### config.mk
export PLATFORM = sky130hd
export DESIGN_NAME = snitch_tcdm_bank_responder
export DESIGN_NICKNAME = d
export VERILOG_FILES = /design/src/rtl/reqrsp_pkg.sv /design/src/rtl/snitch_tcdm_pkg.sv /design/src/rtl/shift_reg.sv /design/src/rtl/snitch_amo_alu.sv /design/src/rtl/snitch_tcdm_bank_responder.sv
export SDC_FILE = /design/constraint.sdc
export NUM_CORES = 1
export LEC_CHECK = 0
export CAP_MARGIN = 20
export CORE_MARGIN = 2
export CORE_UTILIZATION = 40
export CTS_CLUSTER_SIZE = 25
export DETAILED_ROUTE_END_ITERATION = 8
export GPL_TIMING_DRIVEN = 0
export PLACE_DENSITY = 0.67
export RECOVER_POWER = 100
export SLEW_MARGIN = 20
export SYNTH_ARGS = -nofsm -noshare
export SYNTH_HDL_FRONTEND = slang
export SYNTH_SLANG_ARGS = --single-unit
### constraint.sdc
create_clock -name clk_i -period 8.1 [get_ports clk_i]
set_input_delay 1.62 -clock clk_i [delete_from_list [all_inputs] [get_ports clk_i]]
set_output_delay 1.62 -clock clk_i [all_outputs]
set_load 0.05 [all_outputs]
### src/rtl/reqrsp_pkg.sv
// Request/response protocol definitions shared across the cluster.
// Holds the RISC-V atomic memory operation encoding carried on the
// request channel of every TCDM port.
package reqrsp_pkg;

  typedef enum logic [3:0] {
    AMONone = 4'h0,
    AMOSwap = 4'h1,
    AMOAdd  = 4'h2,
    AMOAnd  = 4'h3,
    AMOOr   = 4'h4,
    AMOXor  = 4'h5,
    AMOMax  = 4'h6,
    AMOMaxu = 4'h7,
    AMOMin  = 4'h8,
    AMOMinu = 4'h9,
    AMOLR   = 4'hA,
    AMOSC   = 4'hB
  } amo_op_e;

endpackage

### src/rtl/snitch_tcdm_pkg.sv
// Shared definitions for the TCDM bank endpoint: atomic lane width,
// response-pipe entry, responder FSM states and the default bank
// request/response channel types.
package snitch_tcdm_pkg;

  import reqrsp_pkg::*;

  localparam int unsigned AmoLaneWidth  = 32;
  localparam int unsigned TcdmAddrWidth = 32;
  localparam int unsigned TcdmDataWidth = 64;
  localparam int unsigned TcdmStrbWidth = TcdmDataWidth / 8;

  // One entry of the response latency pipe, captured at the q handshake.
  typedef struct packed {
    logic valid;
    logic is_write;
  } rsp_pipe_t;

  // Responder FSM: IDLE accepts requests, AMO_WB is the single
  // write-back cycle of a read-modify-write atomic.
  typedef enum logic {
    IDLE   = 1'b0,
    AMO_WB = 1'b1
  } state_e;

  typedef struct packed {
    logic [TcdmAddrWidth-1:0] addr;
    logic                     write;
    amo_op_e                  amo;
    logic [TcdmDataWidth-1:0] data;
    logic [TcdmStrbWidth-1:0] strb;
    logic                     user;
  } tcdm_req_chan_t;

  typedef struct packed {
    logic           q_valid;
    tcdm_req_chan_t q;
  } tcdm_req_t;

  typedef struct packed {
    logic [TcdmDataWidth-1:0] data;
  } tcdm_rsp_chan_t;

  typedef struct packed {
    logic           q_ready;
    tcdm_rsp_chan_t p;
  } tcdm_rsp_t;

  // True for the atomics executed locally as read-modify-write. LR, SC
  // and unknown encodings are served as plain reads.
  function automatic logic amo_is_rmw(amo_op_e op);
    logic rmw;
    case (op)
      AMOSwap, AMOAdd, AMOAnd, AMOOr, AMOXor,
      AMOMax, AMOMaxu, AMOMin, AMOMinu: rmw = 1'b1;
      default:                          rmw = 1'b0;
    endcase
    return rmw;
  endfunction

endpackage

### src/rtl/shift_reg.sv
// Fixed-depth delay line with synchronous clear.
// Ports:
//   clk_i  clock, rising edge
//   rst_i  synchronous active-high clear of every stage
//   d_i    value entering the line
//   d_o    value leaving the line, Depth cycles later
// Depth must be at least 1.
module shift_reg #(
  parameter type         dtype = logic,
  parameter int unsigned Depth = 1
) (
  input  logic clk_i,
  input  logic rst_i,
  input  dtype d_i,
  output dtype d_o
);

  dtype regs_q [Depth];

  always_ff @(posedge clk_i) begin
    if (rst_i) begin
      for (int unsigned i = 0; i < Depth; i++) begin
        regs_q[i] <= '0;
      end
    end else begin
      regs_q[0] <= d_i;
      for (int unsigned i = 1; i < Depth; i++) begin
        regs_q[i] <= regs_q[i-1];
      end
    end
  end

  assign d_o = regs_q[Depth-1];

endmodule

### src/rtl/snitch_amo_alu.sv
// Combinational atomic-operation datapath for one 32-bit lane.
// Ports:
//   op       atomic operation
//   old      current memory lane value
//   operand  lane value carried by the request
//   result   value to write back; equals old for non-modifying ops
module snitch_amo_alu
  import reqrsp_pkg::*;
  import snitch_tcdm_pkg::*;
(
  input  amo_op_e                 op,
  input  logic [AmoLaneWidth-1:0] old,
  input  logic [AmoLaneWidth-1:0] operand,
  output logic [AmoLaneWidth-1:0] result
);

  always_comb begin
    result = old;
    case (op)
      AMOSwap: result = operand;
      AMOAdd:  result = old + operand;
      AMOAnd:  result = old & operand;
      AMOOr:   result = old | operand;
      AMOXor:  result = old ^ operand;
      AMOMax:  result = ($signed(old) > $signed(operand)) ? old : operand;
      AMOMaxu: result = (old > operand) ? old : operand;
      AMOMin:  result = ($signed(old) < $signed(operand)) ? old : operand;
      AMOMinu: result = (old < operand) ? old : operand;
      default: result = old;
    endcase
  end

endmodule

### src/rtl/snitch_tcdm_bank_responder.sv
// Memory-side endpoint of one TCDM bank port. Drives a single-port SRAM,
// returns read data a fixed MemoryResponseLatency cycles after the q
// handshake and executes atomics as a read followed by one write-back cycle.
//
// Handshake: a request transfers in a cycle where q_valid and q_ready are
// both high. q_ready depends only on reset and FSM state, never on q_valid.
// The p channel has no ready: a response is presented for exactly one
// cycle (marked by p_valid_o) and must be consumed by the router.
//
// Ports:
//   clk_i         clock, rising edge
//   rst_i         synchronous active-high reset
//   mem_req_i     {q_valid, q{addr, write, amo, data, strb, user}}
//   mem_rsp_o     {q_ready, p{data}}
//   p_valid_o     high in the cycle p.data carries a response
//   sram_req_o    SRAM access enable
//   sram_we_o     SRAM write enable
//   sram_addr_o   SRAM word address
//   sram_wdata_o  SRAM write data
//   sram_be_o     SRAM byte enables
//   sram_rdata_i  SRAM read data, valid one cycle after a read access
module snitch_tcdm_bank_responder
  import reqrsp_pkg::*;
  import snitch_tcdm_pkg::*;
#(
  parameter int unsigned NumWords              = 1024,
  parameter int unsigned DataWidth             = 64,
  parameter int unsigned MemoryResponseLatency = 1,
  parameter type         user_t                = logic,
  parameter type         mem_req_t             = tcdm_req_t,
  parameter type         mem_rsp_t             = tcdm_rsp_t,
  localparam int unsigned AddrWidth            = $clog2(NumWords)
) (
  input  logic                   clk_i,
  input  logic                   rst_i,
  input  mem_req_t               mem_req_i,
  output mem_rsp_t               mem_rsp_o,
  output logic                   p_valid_o,
  output logic                   sram_req_o,
  output logic                   sram_we_o,
  output logic [AddrWidth-1:0]   sram_addr_o,
  output logic [DataWidth-1:0]   sram_wdata_o,
  output logic [DataWidth/8-1:0] sram_be_o,
  input  logic [DataWidth-1:0]   sram_rdata_i
);

  localparam int unsigned NumLanes  = DataWidth / AmoLaneWidth;
  localparam int unsigned StrbWidth = DataWidth / 8;
  localparam int unsigned ReqAddrW  = $bits(mem_req_i.q.addr);

  // The user payload and the address bits above the bank depth carry no
  // meaning at this endpoint.
  user_t                            unused_user;
  logic [ReqAddrW-AddrWidth-1:0]    unused_addr;
  assign unused_user = mem_req_i.q.user;
  assign unused_addr = mem_req_i.q.addr[ReqAddrW-1:AddrWidth];

  // --------------------------------------------------------------------
  // Handshake and request decode
  // --------------------------------------------------------------------
  state_e state_q, state_d;

  logic q_ready;
  logic accept;
  logic is_plain;
  logic is_rmw;
  logic plain_write;

  assign q_ready     = !rst_i && (state_q == IDLE);
  assign accept      = mem_req_i.q_valid && q_ready;
  assign is_plain    = (mem_req_i.q.amo == AMONone);
  assign is_rmw      = amo_is_rmw(mem_req_i.q.amo);
  // Atomics never write in the accept cycle, whatever the write bit says.
  assign plain_write = mem_req_i.q.write && is_plain;

  // --------------------------------------------------------------------
  // FSM
  // --------------------------------------------------------------------
  always_comb begin
    state_d = state_q;
    case (state_q)
      IDLE:    if (accept && is_rmw) state_d = AMO_WB;
      AMO_WB:  state_d = IDLE;
      default: state_d = IDLE;
    endcase
  end

  always_ff @(posedge clk_i) begin
    if (rst_i) begin
      state_q <= IDLE;
    end else begin
      state_q <= state_d;
    end
  end

  // Atomic context, held for the write-back cycle.
  logic [AddrWidth-1:0] amo_addr_q;
  logic [DataWidth-1:0] amo_operand_q;
  logic [StrbWidth-1:0] amo_strb_q;
  amo_op_e              amo_op_q;

  always_ff @(posedge clk_i) begin
    if (rst_i) begin
      amo_addr_q    <= '0;
      amo_operand_q <= '0;
      amo_strb_q    <= '0;
      amo_op_q      <= AMONone;
    end else if (accept && is_rmw) begin
      amo_addr_q    <= mem_req_i.q.addr[AddrWidth-1:0];
      amo_operand_q <= mem_req_i.q.data;
      amo_strb_q    <= mem_req_i.q.strb;
      amo_op_q      <= mem_req_i.q.amo;
    end
  end

  // --------------------------------------------------------------------
  // Atomic datapath. During AMO_WB the SRAM output still holds the word
  // read in the accept cycle, so it is the old value directly. A lane is
  // modified only when all four of its strobes are set.
  // --------------------------------------------------------------------
  logic [DataWidth-1:0] amo_wdata;
  logic [StrbWidth-1:0] amo_be;

  for (genvar l = 0; l < NumLanes; l++) begin : gen_lane
    logic [AmoLaneWidth-1:0] lane_new;
    logic                    lane_en;

    snitch_amo_alu i_amo_alu (
      .op      (amo_op_q),
      .old     (sram_rdata_i[l*AmoLaneWidth +: AmoLaneWidth]),
      .operand (amo_operand_q[l*AmoLaneWidth +: AmoLaneWidth]),
      .result  (lane_new)
    );

    assign lane_en = &amo_strb_q[l*4 +: 4];
    assign amo_wdata[l*AmoLaneWidth +: AmoLaneWidth] =
        lane_en ? lane_new : sram_rdata_i[l*AmoLaneWidth +: AmoLaneWidth];
    assign amo_be[l*4 +: 4] = {4{lane_en}};
  end

  // --------------------------------------------------------------------
  // SRAM port. Reset wins over a pending write-back.
  // --------------------------------------------------------------------
  always_comb begin
    sram_req_o   = 1'b0;
    sram_we_o    = 1'b0;
    sram_addr_o  = '0;
    sram_wdata_o = '0;
    sram_be_o    = '0;
    if (!rst_i) begin
      if (state_q == AMO_WB) begin
        sram_req_o   = 1'b1;
        sram_we_o    = 1'b1;
        sram_addr_o  = amo_addr_q;
        sram_wdata_o = amo_wdata;
        sram_be_o    = amo_be;
      end else if (accept) begin
        sram_req_o   = 1'b1;
        sram_we_o    = plain_write;
        sram_addr_o  = mem_req_i.q.addr[AddrWidth-1:0];
        sram_wdata_o = mem_req_i.q.data;
        sram_be_o    = plain_write ? mem_req_i.q.strb : '1;
      end
    end
  end

  // --------------------------------------------------------------------
  // Response pipe. Stage 0 lines up with the SRAM read latency; the
  // remaining MemoryResponseLatency-1 stages carry {valid, data}.
  // --------------------------------------------------------------------
  rsp_pipe_t            stage_in;
  rsp_pipe_t            stage_out;
  logic [DataWidth:0]   rsp_head;
  logic [DataWidth:0]   rsp_tail;

  assign stage_in.valid    = accept;
  assign stage_in.is_write = accept && plain_write;

  shift_reg #(
    .dtype (rsp_pipe_t),
    .Depth (1)
  ) i_stage0 (
    .clk_i (clk_i),
    .rst_i (rst_i),
    .d_i   (stage_in),
    .d_o   (stage_out)
  );

  assign rsp_head = {stage_out.valid,
                     (stage_out.valid && !stage_out.is_write) ? sram_rdata_i : '0};

  if (MemoryResponseLatency > 1) begin : gen_delay
    shift_reg #(
      .dtype (logic [DataWidth:0]),
      .Depth (MemoryResponseLatency - 1)
    ) i_delay (
      .clk_i (clk_i),
      .rst_i (rst_i),
      .d_i   (rsp_head),
      .d_o   (rsp_tail)
    );
  end else begin : gen_no_delay
    assign rsp_tail = rsp_head;
  end

  assign p_valid_o = !rst_i && rsp_tail[DataWidth];

  always_comb begin
    mem_rsp_o         = '0;
    mem_rsp_o.q_ready = q_ready;
    if (!rst_i) begin
      mem_rsp_o.p.data = rsp_tail[DataWidth-1:0];
    end
  end

endmodule

==> results.toml <==
[floorplanning]
coreArea_mm2 = 0.0345
die_x_um = 191
die_y_um = 191
dieArea_mm2 = 0.0366
start_util_pct = 40.6
design.portCount = 327
core.rowCount = 68

[synthesis]
yosys_warnings = 0
avgSynthCellArea_um2 = 6.79
syn_area_mm2 = 0.0140
synth_edf_count = 0
synth.ff_latch_count = 89
synth_cells = 2066
yosys.area.top_type = "ha_1"
netlist.area_leader.share_pct = 17.1
synth_cell_types = 92
synth.area.top_cells = "ha_1 (17%), dfxtp_1 (13%), a21oi_1 (8.2%)"
seq_area_frac_synth_pct = 12.7
synth_nets = 2437
ys_async_sr_fraction_pct = 0
ys.flop_type = "dfxtp_1"

[finish]
final_common_cell = "nand2_1"
drive_above_1_share_pct = 5.28
fin_cells = 2846
final_cell_mix = "nand2_1 (296), a21oi_1 (229), ha_1 (192)"
fin_nets = 2754
nFillCells = 3599
fin_area_mm2 = 0.0178
syn2layout_area_growth_pct = 26.7

[place]
routabilityCongestion = 0.984
dpl_cell_area_mm2 = 0.0176
dp.cells = 2824
portBuffers = 303
dp_hpwl_mm = 56.1
pre_cts_ws_ps = -91.2

[sta]
period_share_pct = 99.4
fmax_ghz = 0.124
setup-tns-final_ps = 0
fin_ws_ps = 48.9
worst_pin_slew_ps = 1320
relSlewSlack_pct = 12.2
hold_viol = 0
report.final.slew_viol_count = 0
setup_violations = 0
skew_ps = 27.6
finalWorstPathRequiredPeriod_ps = 8050
rsz0062_at_grt = "false"

[grt]
grt_pass1_wl_mm = 107
track_usage_pct = 39.8
grt_overflow = 0
antenna_found_initial = 4
grt_max_degree = 20
grt_pass1_vias = 16400

[clock_tree]
cts.clk_slew.worst_paths_ps = 70
cts_setup_buffers = 0
cts_hold_buf = 0
root_buffer = "clkbuf_16"
cts_tree = "yes"
cts-buffers-inserted = 9
cts_buffer_depth = 2
clk_latency_ps = 420
h-tree-depth = 3
cts.sinks = 89

[power]
p_per_area_mw_per_mm2 = 105
cellLeakagePower_nw = 7.38
worst_ir_drop_vdd_mv = 0.128
power_w = 0.00186

[detailed_routing]
ant_nets = 0
route.detailed.drc = 0
routed_wl_mm = 75.1
vias = 17900
viasPerCell = 6.28
drt_iter0_drc = 2164
wire_per_inst_um = 26.4
dr.pass1.iters = 7

[worst_setup_path]
required_ps = 6480
crit_type = "input port to output port"
critPathCaptureType = "output port"
rrSetupSlack_ps = 4310
arrival_ps = 6430
start_kind = "input port"
path_max_fanout = 10

[run]
max-cap-violations = 0

[run_status]
status = "finished clean"

[hold_path]
min_path_type = "flip-flop to flip-flop"
[critical path, stage by stage]
cell	delay, ps
clkdlybuf4s50_1	640
inv_1	110
ha_1	400
or4_1	600
nor3_2	390
a221o_2	320
o31a_4	200
nor2_1	80
buf_6	180
a41oi_2	280
a21o_2	370
a221oi_1	160
o22ai_1	200
clkdlybuf4s50_1	850
[per-layer routing]
metal	up-vias	global-route usage (%)	share of wire (%)
li1	8035	-	-
met2	1086	60.8	43
met3	187	8.79	10
met1	8554	53.4	43
met4	4	17.4	4.4
met5	-	0	0.041
[registers in the layout, indices dropped and copies added (netlist names)]
name and cells:
amo_strb_q 8, amo_op_q 4, amo_operand_q 64, amo_addr_q 10, state_q 1, i_stage0.regs_q 2
[final cells by class]
type | count | area, µm² | share of cell area, %
clock buffer | 9 | 225 | 1.27
inverter | 166 | 623 | 3.51
tap | 455 | 569 | 3.20
buffer | 151 | 674 | 3.79
clock inverter | 7 | 76.3 | 0.429
timing repair buffer | 306 | 2840 | 15.9
multi-input combinational | 1660 | 11000 | 61.8
antenna | 3 | 7.51 | 0.0422
sequential | 89 | 1780 | 10.0
[logic make-up after synthesis]
family	synth area share (%)
AOI/OAI and AO/OA	34.7
xor gates and xnor gates	1.56
adders and majority gates	17.4
buffers and inverters	9.17
DFF	12.7
muxes	0.820
and+or+nand+nor	23.7
[timing repair]
action,4_1_cts,5_1_grt
setup endpoints to repair,10,50
resized for setup,9,48
hold endpoints to repair,0,0
cloned,0,0
[cell usage after synthesis, types with 8 or more instances]
library cell,instances
o22ai_1,13
and3_1,26
xnor2_1,19
a211o_1,9
nor2_1,114
o21ai_0,146
a22oi_1,39
buf_2,23
o221ai_1,10
a21oi_1,229
o21bai_1,20
nor2b_1,24
a211oi_1,14
nand2b_1,9
nand4_1,15
inv_1,164
nand3_1,39
a21o_1,32
and2_1,72
ha_1,192
nor4_1,16
dfxtp_1,89
a221oi_1,58
or3_1,8
nand2_1,296
o21a_1,14
a31o_2,19
nor3_1,24
o211ai_1,24
o2111ai_1,21
a31oi_1,28
clkbuf_1,109
[worst paths after layout]
| kind | start | endpoint | depth (start not counted) |
|---|---|---|---|
| worst min-delay path | amo_addr_q[3] | amo_addr_q[3] | 2 |
| worst max register to register | state_q | amo_operand_q[38] | 12 |
| worst max-delay path | sram_rdata_i[43] | sram_wdata_o[61] | 14 |
| worst min register to register | amo_addr_q[3] | amo_addr_q[3] | 2 |
[metrics by stage]
stage	hold slack [ps]	utilization, %
after floorplan	436	-
after global placement	442	51.1
after detailed placement	447	51.1
final	461	51.5
after global routing	481	51.4
after CTS	458	51.9
[power by group]
part	total, W	internal (W)	switching [W]	leakage (nW)
registers	0.000479	0.000457	0.0000220	0.724
clock network	0.000483	0.000220	0.000263	0.149
logic	0.000900	0.000295	0.000605	6.50
total	0.00186	0.000973	0.000890	7.38
(Power assumes the default switching activity.)
